$ cat src/rtl/i2c_seq_pkg.sv
// Shared types and helpers for the I2C packet sequencer: FSM state encoding,
// address/RW framing constants and the transmit byte selector.
package i2c_seq_pkg;

  localparam int   ADDR_W     = 7;
  localparam logic I2C_WR_BIT = 1'b0;

  typedef enum logic [3:0] {
    S_IDLE,
    S_START,
    S_WAIT_START,
    S_LOAD,
    S_WAIT_BYTE,
    S_STOP,
    S_WAIT_STOP,
    S_DONE,
    S_ABORT
  } i2c_seq_state_e;

  // The first byte on the wire is the address with the write bit appended.
  function automatic logic [7:0] tx_byte_sel(input logic              is_addr,
                                             input logic [ADDR_W-1:0] addr,
                                             input logic [7:0]        payload);
    return is_addr ? {addr, I2C_WR_BIT} : payload;
  endfunction

endpackage

$ cat src/rtl/i2c_tx_sequencer_rr_arbiter.sv
// Combinational round-robin pick: the first requester after ptr (with wrap)
// wins. The pointer register itself lives with the caller.
module rr_arbiter #(
  parameter int  REQS = 2,
  localparam int IW   = $clog2(REQS)
) (
  input  logic [REQS-1:0] req,
  input  logic [IW-1:0]   ptr,
  output logic [REQS-1:0] gnt,
  output logic [IW-1:0]   gnt_idx,
  output logic            gnt_vld
);

  // Scan from the farthest offset to the nearest so the nearest requester is written last.
  always_comb begin
    gnt     = '0;
    gnt_idx = '0;
    gnt_vld = 1'b0;
    for (int off = REQS; off >= 1; off--) begin
      for (int i = 0; i < REQS; i++) begin
        if (req[i] && (((int'(ptr) + off) % REQS) == i)) begin
          gnt        = '0;
          gnt[i]     = 1'b1;
          gnt_idx    = IW'(i);
          gnt_vld    = 1'b1;
        end
      end
    end
  end

endmodule

$ cat src/rtl/i2c_tx_sequencer.sv
// Packet-level write sequencer for a byte-level I2C master: round-robin grant,
// START, address byte, payload bytes, STOP, with timeout-driven abort.
module i2c_tx_sequencer
  import i2c_seq_pkg::*;
#(
  parameter int  REQS      = 2,
  parameter int  MAX_BYTES = 4,
  parameter int  TIMEOUT   = 20000,
  localparam int LW        = $clog2(MAX_BYTES + 1)
) (
  input  logic                        clk,
  input  logic                        reset,
  input  logic [REQS-1:0]             req,
  input  logic [REQS*ADDR_W-1:0]      req_addr,
  input  logic [REQS*LW-1:0]          req_len,
  input  logic [REQS*MAX_BYTES*8-1:0] req_data,
  output logic [REQS-1:0]             gnt,
  output logic [REQS-1:0]             done,
  output logic [REQS-1:0]             err,
  output logic                        busy,
  output logic [7:0]                  m_tx_data,
  output logic                        m_start,
  output logic                        m_stop,
  output logic                        m_i2c_en,
  output logic                        m_rst,
  input  logic                        m_ready,
  input  logic                        m_tx_done
);

  localparam int IW = $clog2(REQS);
  localparam int TW = $clog2(TIMEOUT);
  localparam int DW = MAX_BYTES * 8;

  i2c_seq_state_e state_q, state_d;
  logic [IW-1:0]     ptr_q, ptr_d;
  logic [IW-1:0]     gsel_q, gsel_d;
  logic [ADDR_W-1:0] addr_q, addr_d;
  logic [LW-1:0]     len_q, len_d;
  logic [DW-1:0]     data_q, data_d;
  logic [LW-1:0]     idx_q, idx_d;
  logic              seen_low_q, seen_low_d;
  logic [TW-1:0]     tmo_q, tmo_d;
  logic              tx_done_seen_q, tx_done_seen_d;

  logic [REQS-1:0] gnt_q, gnt_d;
  logic [REQS-1:0] done_q, done_d;
  logic [REQS-1:0] err_q, err_d;
  logic            busy_q, busy_d;
  logic [7:0]      m_tx_data_q, m_tx_data_d;
  logic            m_start_q, m_start_d;
  logic            m_stop_q, m_stop_d;
  logic            m_i2c_en_q, m_i2c_en_d;
  logic            m_rst_q, m_rst_d;

  logic [REQS-1:0]   arb_gnt;
  logic [IW-1:0]     arb_idx;
  logic              arb_vld;
  logic [ADDR_W-1:0] sel_addr;
  logic [LW-1:0]     sel_len;
  logic [DW-1:0]     sel_data;
  logic              in_wait;
  logic              tmo_hit;
  logic              wait_exit;
  logic [REQS-1:0]   gsel_oh;
  logic [LW-1:0]     byte_ptr;
  logic [7:0]        payload;
  logic              status_unused;

  rr_arbiter #(.REQS(REQS)) u_arb (
    .req     (req),
    .ptr     (ptr_q),
    .gnt     (arb_gnt),
    .gnt_idx (arb_idx),
    .gnt_vld (arb_vld)
  );

  // Mux out the winning requester's packet; oversize lengths are clamped here.
  always_comb begin
    sel_addr = '0;
    sel_len  = '0;
    sel_data = '0;
    for (int i = 0; i < REQS; i++) begin
      if (arb_gnt[i]) begin
        sel_addr = req_addr[i*ADDR_W +: ADDR_W];
        sel_len  = req_len[i*LW +: LW];
        sel_data = req_data[i*DW +: DW];
      end
    end
    if (sel_len > LW'(MAX_BYTES)) begin
      sel_len = LW'(MAX_BYTES);
    end
  end

  assign in_wait   = (state_q == S_WAIT_START) || (state_q == S_WAIT_BYTE) ||
                     (state_q == S_STOP)       || (state_q == S_WAIT_STOP);
  assign tmo_hit   = in_wait && (tmo_q == TW'(TIMEOUT - 1));
  assign wait_exit = m_ready && seen_low_q;

  always_comb begin
    state_d        = state_q;
    ptr_d          = ptr_q;
    gsel_d         = gsel_q;
    addr_d         = addr_q;
    len_d          = len_q;
    data_d         = data_q;
    idx_d          = idx_q;
    seen_low_d     = seen_low_q | ~m_ready;
    tmo_d          = in_wait ? tmo_q + 1'b1 : '0;
    tx_done_seen_d = tx_done_seen_q | m_tx_done;

    case (state_q)
      S_IDLE: begin
        if (arb_vld) begin
          gsel_d  = arb_idx;
          ptr_d   = arb_idx;
          addr_d  = sel_addr;
          len_d   = sel_len;
          data_d  = sel_data;
          idx_d   = '0;
          state_d = S_START;
        end
      end
      S_START: state_d = S_WAIT_START;
      S_WAIT_START: begin
        if (wait_exit)    state_d = S_LOAD;
        else if (tmo_hit) state_d = S_ABORT;
      end
      S_LOAD: begin
        tx_done_seen_d = 1'b0;
        state_d        = S_WAIT_BYTE;
      end
      S_WAIT_BYTE: begin
        if (wait_exit) begin
          if (idx_q == len_q) begin
            state_d = S_STOP;
          end else begin
            idx_d   = idx_q + 1'b1;
            state_d = S_LOAD;
          end
        end else if (tmo_hit) begin
          state_d = S_ABORT;
        end
      end
      S_STOP: begin
        if (!m_ready)     state_d = S_WAIT_STOP;
        else if (tmo_hit) state_d = S_ABORT;
      end
      S_WAIT_STOP: begin
        if (wait_exit)    state_d = S_DONE;
        else if (tmo_hit) state_d = S_ABORT;
      end
      S_DONE:  state_d = S_IDLE;
      S_ABORT: state_d = S_IDLE;
      default: state_d = S_IDLE;
    endcase

    // Every state change restarts the timeout and the ready-low detector.
    if (state_d != state_q) begin
      tmo_d      = '0;
      seen_low_d = 1'b0;
    end
  end

  // Outputs are decoded from the next state so the registers line up with state_q.
  always_comb begin
    gsel_oh = '0;
    for (int i = 0; i < REQS; i++) begin
      if (gsel_d == IW'(i)) gsel_oh[i] = 1'b1;
    end

    byte_ptr = (idx_d == '0) ? '0 : idx_d - 1'b1;
    payload  = 8'h00;
    for (int k = 0; k < MAX_BYTES; k++) begin
      if (byte_ptr == LW'(k)) payload = data_q[k*8 +: 8];
    end

    gnt_d       = (state_d != S_IDLE) ? gsel_oh : '0;
    done_d      = '0;
    err_d       = '0;
    busy_d      = (state_d != S_IDLE);
    m_tx_data_d = m_tx_data_q;
    m_start_d   = 1'b0;
    m_stop_d    = 1'b0;
    m_i2c_en_d  = 1'b0;
    m_rst_d     = 1'b0;

    case (state_d)
      S_IDLE: m_tx_data_d = 8'hFF;
      S_START: begin
        m_start_d  = 1'b1;
        m_i2c_en_d = 1'b1;
      end
      S_WAIT_START: begin
        m_start_d  = ~seen_low_d;
        m_i2c_en_d = ~seen_low_d;
      end
      S_LOAD: begin
        m_tx_data_d = tx_byte_sel(idx_d == '0, addr_q, payload);
        m_i2c_en_d  = 1'b1;
      end
      S_STOP: begin
        m_stop_d   = 1'b1;
        m_i2c_en_d = 1'b1;
      end
      S_DONE:  done_d = gsel_oh;
      S_ABORT: begin
        err_d   = gsel_oh;
        m_rst_d = 1'b1;
      end
      default: ;
    endcase
  end

  always_ff @(posedge clk) begin
    if (reset) begin
      state_q        <= S_IDLE;
      ptr_q          <= IW'(REQS - 1);
      gsel_q         <= '0;
      addr_q         <= '0;
      len_q          <= '0;
      data_q         <= '0;
      idx_q          <= '0;
      seen_low_q     <= 1'b0;
      tmo_q          <= '0;
      tx_done_seen_q <= 1'b0;
      gnt_q          <= '0;
      done_q         <= '0;
      err_q          <= '0;
      busy_q         <= 1'b0;
      m_tx_data_q    <= 8'hFF;
      m_start_q      <= 1'b0;
      m_stop_q       <= 1'b0;
      m_i2c_en_q     <= 1'b0;
      m_rst_q        <= 1'b0;
    end else begin
      state_q        <= state_d;
      ptr_q          <= ptr_d;
      gsel_q         <= gsel_d;
      addr_q         <= addr_d;
      len_q          <= len_d;
      data_q         <= data_d;
      idx_q          <= idx_d;
      seen_low_q     <= seen_low_d;
      tmo_q          <= tmo_d;
      tx_done_seen_q <= tx_done_seen_d;
      gnt_q          <= gnt_d;
      done_q         <= done_d;
      err_q          <= err_d;
      busy_q         <= busy_d;
      m_tx_data_q    <= m_tx_data_d;
      m_start_q      <= m_start_d;
      m_stop_q       <= m_stop_d;
      m_i2c_en_q     <= m_i2c_en_d;
      m_rst_q        <= m_rst_d;
    end
  end

  // Byte-shifted status has no port; it is kept for waveform inspection.
  assign status_unused = tx_done_seen_q;

  assign gnt       = gnt_q;
  assign done      = done_q;
  assign err       = err_q;
  assign busy      = busy_q;
  assign m_tx_data = m_tx_data_q;
  assign m_start   = m_start_q;
  assign m_stop    = m_stop_q;
  assign m_i2c_en  = m_i2c_en_q;
  assign m_rst     = m_rst_q;

endmodule

$ cat config.mk
export PLATFORM = sky130hd
export DESIGN_NAME = i2c_tx_sequencer
export DESIGN_NICKNAME = d
export VERILOG_FILES = /design/src/rtl/i2c_seq_pkg.sv /design/src/rtl/i2c_tx_sequencer_rr_arbiter.sv /design/src/rtl/i2c_tx_sequencer.sv
export SDC_FILE = /design/constraint.sdc
export NUM_CORES = 1
export LEC_CHECK = 0
export ABC_AREA = 1
export BUFFER_PORTS_ARGS = -buffer_cell sky130_fd_sc_hd__buf_4
export CORE_ASPECT_RATIO = 0.75
export CORE_MARGIN = 4
export CORE_UTILIZATION = 45
export DETAILED_ROUTE_END_ITERATION = 10
export PLACE_DENSITY_LB_ADDON = 0.25
export SLEW_MARGIN = 25
export SYNTH_ARGS = -nofsm -noshare
export SYNTH_HDL_FRONTEND = slang
export SYNTH_SLANG_ARGS = --single-unit
export TNS_END_PERCENT = 1
$ cat constraint.sdc
create_clock -name clk -period 4.5 [get_ports clk]
set_input_delay 0.225 -clock clk [delete_from_list [all_inputs] [get_ports clk]]
set_output_delay 0.225 -clock clk [all_outputs]
set_load 0.005 [all_outputs]
; ---- After elaboration in Yosys (flattened, before gate mapping)
; Cells that the tools add are included.
[totals]
output_inout_bits = 19
regBits = 86
word_cells = 122
input_bits = 90
[op_classes]
mux = 46
n_reduce_logical = 23
n_lt_le_gt_ge = 1
bitwise = 9
n_eq_ne = 20
add_sub_neg = 5
[ops]
columns = operator, count
row1 = 32-bit zero test, 2
row2 = 32-bit two-way mux, 2
row3 = 8-bit two-way mux, 5
row4 = 4-bit case mux with 7 select lines, 1
row5 = 3-bit two-way mux, 8
row6 = 4-bit two-way mux, 6
row7 = 4-bit by 3-bit equality test with 1-bit output (second input constant), 5
row8 = 4-bit by 2-bit equality test with 1-bit output (second input constant), 4
row9 = 8-bit case mux with 2 select lines, 1
row10 = 15-bit by 1-bit adder with 15-bit output (second input constant), 1
row11 = 15-bit equality test (second input constant), 1
row12 = 1-bit two-way mux, 15
row13 = 7-bit two-way mux, 2
row14 = 4-bit by 1-bit equality test with 1-bit output (second input constant), 2
row15 = 4-bit zero test, 2
row16 = 3-bit by 2-bit equality test with 1-bit output (second input constant), 2
row17 = 1-bit logical AND, 6
row18 = 3-bit zero test, 2
row19 = 2-bit two-way mux, 3
row20 = 1-bit inverter, 6
row21 = 3-bit case mux with 2 select lines, 1
row22 = 2-bit OR reduction, 3
row23 = 3-bit OR reduction, 2
row24 = 2-bit equality test (second input constant), 2
row25 = 15 further kinds, 20

; ---- Logic depth before layout (Yosys ltp)
[logic_depth]
word_depth = 19
mapped_depth = 22
mapped_depth_nobuf = 22

; ---- By module
; From an unflattened synthesis, not the netlist that was laid out.
[unflattened]
hier_cells = 636
area_unflattened_um2 = 4331.7
[modules_own_cells]
columns = mod, cells_per_inst, area_per_inst_um2, seq_area_each_um2, instances
row1 = i2c_tx_sequencer, 629, 4299.1, 1721.7, 1
row2 = rr_arbiter, 7, 32.5, 0.0, 1

; ---- Worst setup path before layout
; Ideal clock, no wire load.
[synth_timing]
kind = reg2reg
from = register idx_q[0]
to = register m_tx_data_q[5], in the netlist m_tx_data[5]
path_slack_ps = 2193
path_buffers = 1
synth_period_minus_slack_ps = 2307
stages_incl_launch_ff = 22
setup_time_ps = 112
t_required_ps = 4388
t_arrival_ps = 2195
cell_sequence = dfxtp_1 inv_1 nand2_1 nand2_1 nand3_1 nand2_1 nand2_1 nand2_1 a22oi_1 ha_1 nor2_1 nand2_1 nand2_4 nor2_8 nand2_4 buf_6 nor2_2 nor2_1 nand2_1 nand2_1 nand2_1 nand2_1
[synth_between]
elab_chain_len = 13
word_cells_on_any_way = 25
classes_between = add/sub (2) / eq/ne (5) / mux (14) / reduce/logical (4)
[synth_rtl]
columns = element, line_no
row1 = from (decl), i2c_tx_sequencer.sv:40  ; logic [LW-1:0] idx_q, idx_d;
row2 = from (signal assigned), i2c_tx_sequencer.sv:242  ; idx_q <= idx_d;
row3 = 3-bit by 1-bit adder with 3-bit output or 3-bit equality test (tied branches), "i2c_tx_sequencer.sv:137, i2c_tx_sequencer.sv:134"
row4 = 3-bit two-way mux, i2c_tx_sequencer.sv:134  ; if (idx_q == len_q) begin
row5 = 3-bit two-way mux, i2c_tx_sequencer.sv:133  ; if (wait_exit) begin
row6 = 3-bit case mux with 2 select lines, i2c_tx_sequencer.sv:111  ; case (state_q)
row7 = 3-bit by 1-bit subtractor with 3-bit output or 3-bit zero test (tied branches), "i2c_tx_sequencer.sv:171, i2c_tx_sequencer.sv:198"
row8 = 3-bit two-way mux, i2c_tx_sequencer.sv:171  ; byte_ptr = (idx_d == '0) ? '0 : idx_d - 1'b1;
row9 = 3-bit zero test, i2c_tx_sequencer.sv:174  ; if (byte_ptr == LW'(k)) payload = data_q[k*8 +: 8];
row10 = 8-bit two-way mux (4 in a row), i2c_tx_sequencer.sv:174
row11 = 8-bit two-way mux, i2c_seq_pkg.sv:24  ; return is_addr ? {addr, I2C_WR_BIT} : payload;
row12 = 8-bit case mux with 2 select lines, i2c_tx_sequencer.sv:187  ; case (state_d)
row13 = to (signal assigned), i2c_tx_sequencer.sv:250  ; m_tx_data_q <= m_tx_data_d;
row14 = to (decl), i2c_tx_sequencer.sv:49  ; logic [7:0] m_tx_data_q, m_tx_data_d;
; Several ways; a longest one is shown, not always the timed one.
; A chain may end at the register's enable or synchronous reset.

; ---- Final worst setup path
[layout_timing]
from = register idx_q[0]
to = register m_tx_data_q[0], in the netlist m_tx_data[0]
; The elaborated chain is that of the path after synthesis.

==> out/qor.txt <==
Mapped Area - 0.00434 mm^2
Yosys top cell by area - dfxtp_1
Netlist cell types - 39
Synth Area per Inst - 6.99 um^2
Total vias in the final route - 4265
Largest cells by area after synthesis - dfxtp_1 40%, nand2_1 17%, nor2_1 6.8%, a31oi_1 5.8%, inv_1 4.3%
Initial antenna violation count - 0
Post-synthesis mux area share - 0
Critical path launch point type - flip-flop
Drt initial violations - 282
Register area share after synthesis - 0.397
Post-CTS setup buffers - 0
Max Slew Vio Count - 0
Clk sinks - 86
Top-area cell type share of the netlist area - 0.397
First-pass GRT wire length - 18500 um
Kind of critical path - reg2reg
Clock Latency Late Sink - 0.34 ns
XOR/XNOR Fraction of Synth Area - 0.0262
Final #Nets - 812
Tmin final - 2.83 ns
Setup tns final - 0 ns
Place WS - 1.74 ns
CP max stage delay - 0.38 ns
CTS clock-pin slew for the worst setup and hold paths - 0.07 ns
Via density - 5.01
Pwr per Cell Area - 361 mW/mm^2
Vias in the first global route - 3869
Number of remaining DRC errors - 0
Clock Path Buffers - 2
Hold Crit Class - in2reg
Setup Skew - 0.0102 ns
CTS tree - yes
Yosys warnings - 0
# fillers - 873
Share of layout cells above drive strength 1 - 0.235
Hold_buf cts - 0
Synth Area in Simple Gates - 0.393
Placer Congestion - 0.856
I/O pin cnt - 109
Largest net degree at the start of global routing - 56
Slew HR - 0.496
Max_cap viols - 0
Num rows - 30
Peak VDD IR - 0.192 mV
Largest family of logic cells by synthesized area - simple AND/OR/NAND/NOR gates
First-pass iteration count of the detailed router - 5
Yosys reg bits - 86
Critical Path Sink Type - flip-flop
Required @ worst endpoint - 4.73 ns
GRT Util Overall - 0.201
Crit-path max FO - 8
Starting Density - 0.470
Chip height - 93.0 um
WP buf/inv - 1
Total core area - 0.00923 mm^2
Leakage power - 2.41 nW
Most frequent CP cell - nand2_1
Fmax - 354 MHz
Critical path cell sequence - inv_1 > nand2_1 > nand2_1 > nand3_1 > nand2_1 > nand2_1 > nand2_1 > a22oi_1 > ha_1 > nor2_1 > nand2_1 > nand2_4 > nor3_4 > nand2_1 > nand2_1 > nand2_1 > nand2_1 > nand2_1 > nand2_1 > nand2_1
Die area - 0.0113 mm^2
Period utilization - 0.628
Slowest CP cell - dfxtp_1
Port bufs - 107
Arrival time worst endpoint - 3.05 ns
Clock root cell - clkbuf_16
Post_cts resized - 0
Post-synthesis net count - 715
RSZ-0062 raised after global routing - false
Wirelength per Cell - 13.2 um
Area growth syn-to-layout - 27.8%
Routed WL - 11300 um
GRT overflow - 0
Total CTS buffers - 9
Delay-heaviest family, CP - simple AND/OR/NAND/NOR gates
Final setup violation count - 0
H-tree levels - 3
Final hold vios - 0
Compound-Gate Fraction of Synth Area - 0.0920
Final HPWL DP - 8420 um
Die Wd - 121 um
Antenna-violating nets left - 0
Status - finished, final reports clean
Syn Inst Count - 621
Diodes inserted - 0
Worst-Margin Slew - 0.753 ns
Final setup margin - 1.67 ns
Synth Area in Adders - 0.0115
final timing paths:
kind | slack, ns | cells past startpoint | start | end
worst min register to register | 0.45 | 1 | tmo_q[0] | tmo_q[0]
worst max register to register | 1.67 | 20 | idx_q[0] | m_tx_data[0]
worst min-delay path | 0.14 | 3 | req_data[59] | data_q[27]
worst max-delay path | 1.67 | 20 | idx_q[0] | m_tx_data[0]
Yosys cell counts (all sizes together):
cell and count:
ha 4, and2 1, o311ai 1, nor2 92, nand3b 4, inv 59
nand2 214, a22oi 1, buf 8, nand4 21, nor3 2, nand3 32
xor2 10, a211oi 2, dfxtp 86, nor4 2, nor3b 2, clkbuf 16
clkinv 2, xnor2 3, a21oi 7, o21ai 8, o211ai 1, o22ai 3
a31oi 40
routing by layer:
layer,GRT usage,part of all wire,vias up
met2,0.291,0.42,172
met1,0.300,0.49,1895
li1,-,-,2191
met5,0,0,-
met3,0.0568,0.083,7
met4,0.0364,0.0051,0
kinds of logic (layout without fill, tap and decap cells):
family,Yosys count,in the layout
simple gates,370,370
flops,86,86
buf+inv,85,187
compound gates,63,63
xor+xnor,13,13
fa+ha+maj,4,4
final cells by class:
cell class              instances  area [um^2]  share of cell area
multi-input cells             450         2280               0.411
flip-flops and latches         86         1720               0.310
repair buffers                110          846               0.153
clock buffers                  11          243              0.0438
inverters                      61          229              0.0413
well taps                     128          160              0.0289
clock inverters                 5         65.1              0.0117
flip-flops by register name, indices dropped and copies added (netlist names), 2 cells and up:
| signal | count |
|---|---|
| addr_q | 7 |
| data_q | 32 |
| done | 2 |
| err | 2 |
| gnt | 2 |
| idx_q | 3 |
| len_q | 3 |
| m_tx_data | 8 |
| state_q | 4 |
| tmo_q | 15 |
stage by stage:
stage | area (um^2) | util | power (W) | std cells | hold WS [ns]
global route | 5550 | 0.601 | 0.00210 | 851 | 0.139
detailed placement | 5240 | 0.567 | 0.00125 | 835 | 0.447
floorplan | 4340 | - | 0.00109 | 621 | 0.383
finish | 5550 | 0.601 | 0.00200 | 851 | 0.139
CTS | 5550 | 0.601 | 0.00201 | 851 | 0.137
global placement | 5210 | 0.564 | 0.00123 | 834 | 0.429
report_power, final:
part,switching [W],internal (W),total (W)
registers,0.0000403,0.000824,0.000864
logic,0.000209,0.000162,0.000372
clock network,0.000313,0.000451,0.000764
total,0.000562,0.00144,0.00200
placed cells by master (no fill, tap or decap), types with 8 or more instances in the layout:
cell,instances
nor2_1,77
buf_4,109
inv_1,50
nand2_1,202
inv_2,9
nand2_2,8
a31oi_1,40
nand4_1,19
dfxtp_1,86
clkbuf_16,9
nor2_2,8
xor2_1,10
nand3_1,31
worst reg2reg max path: cells and delay by family, from the launching register on:
family          cells  cell delay, ns
buf+inv             1            0.10
flops               1            0.38
simple gates       17            1.67
fa+ha+maj           1            0.27
compound gates      1            0.29
Note: power is estimated with default switching activity, not from simulation.
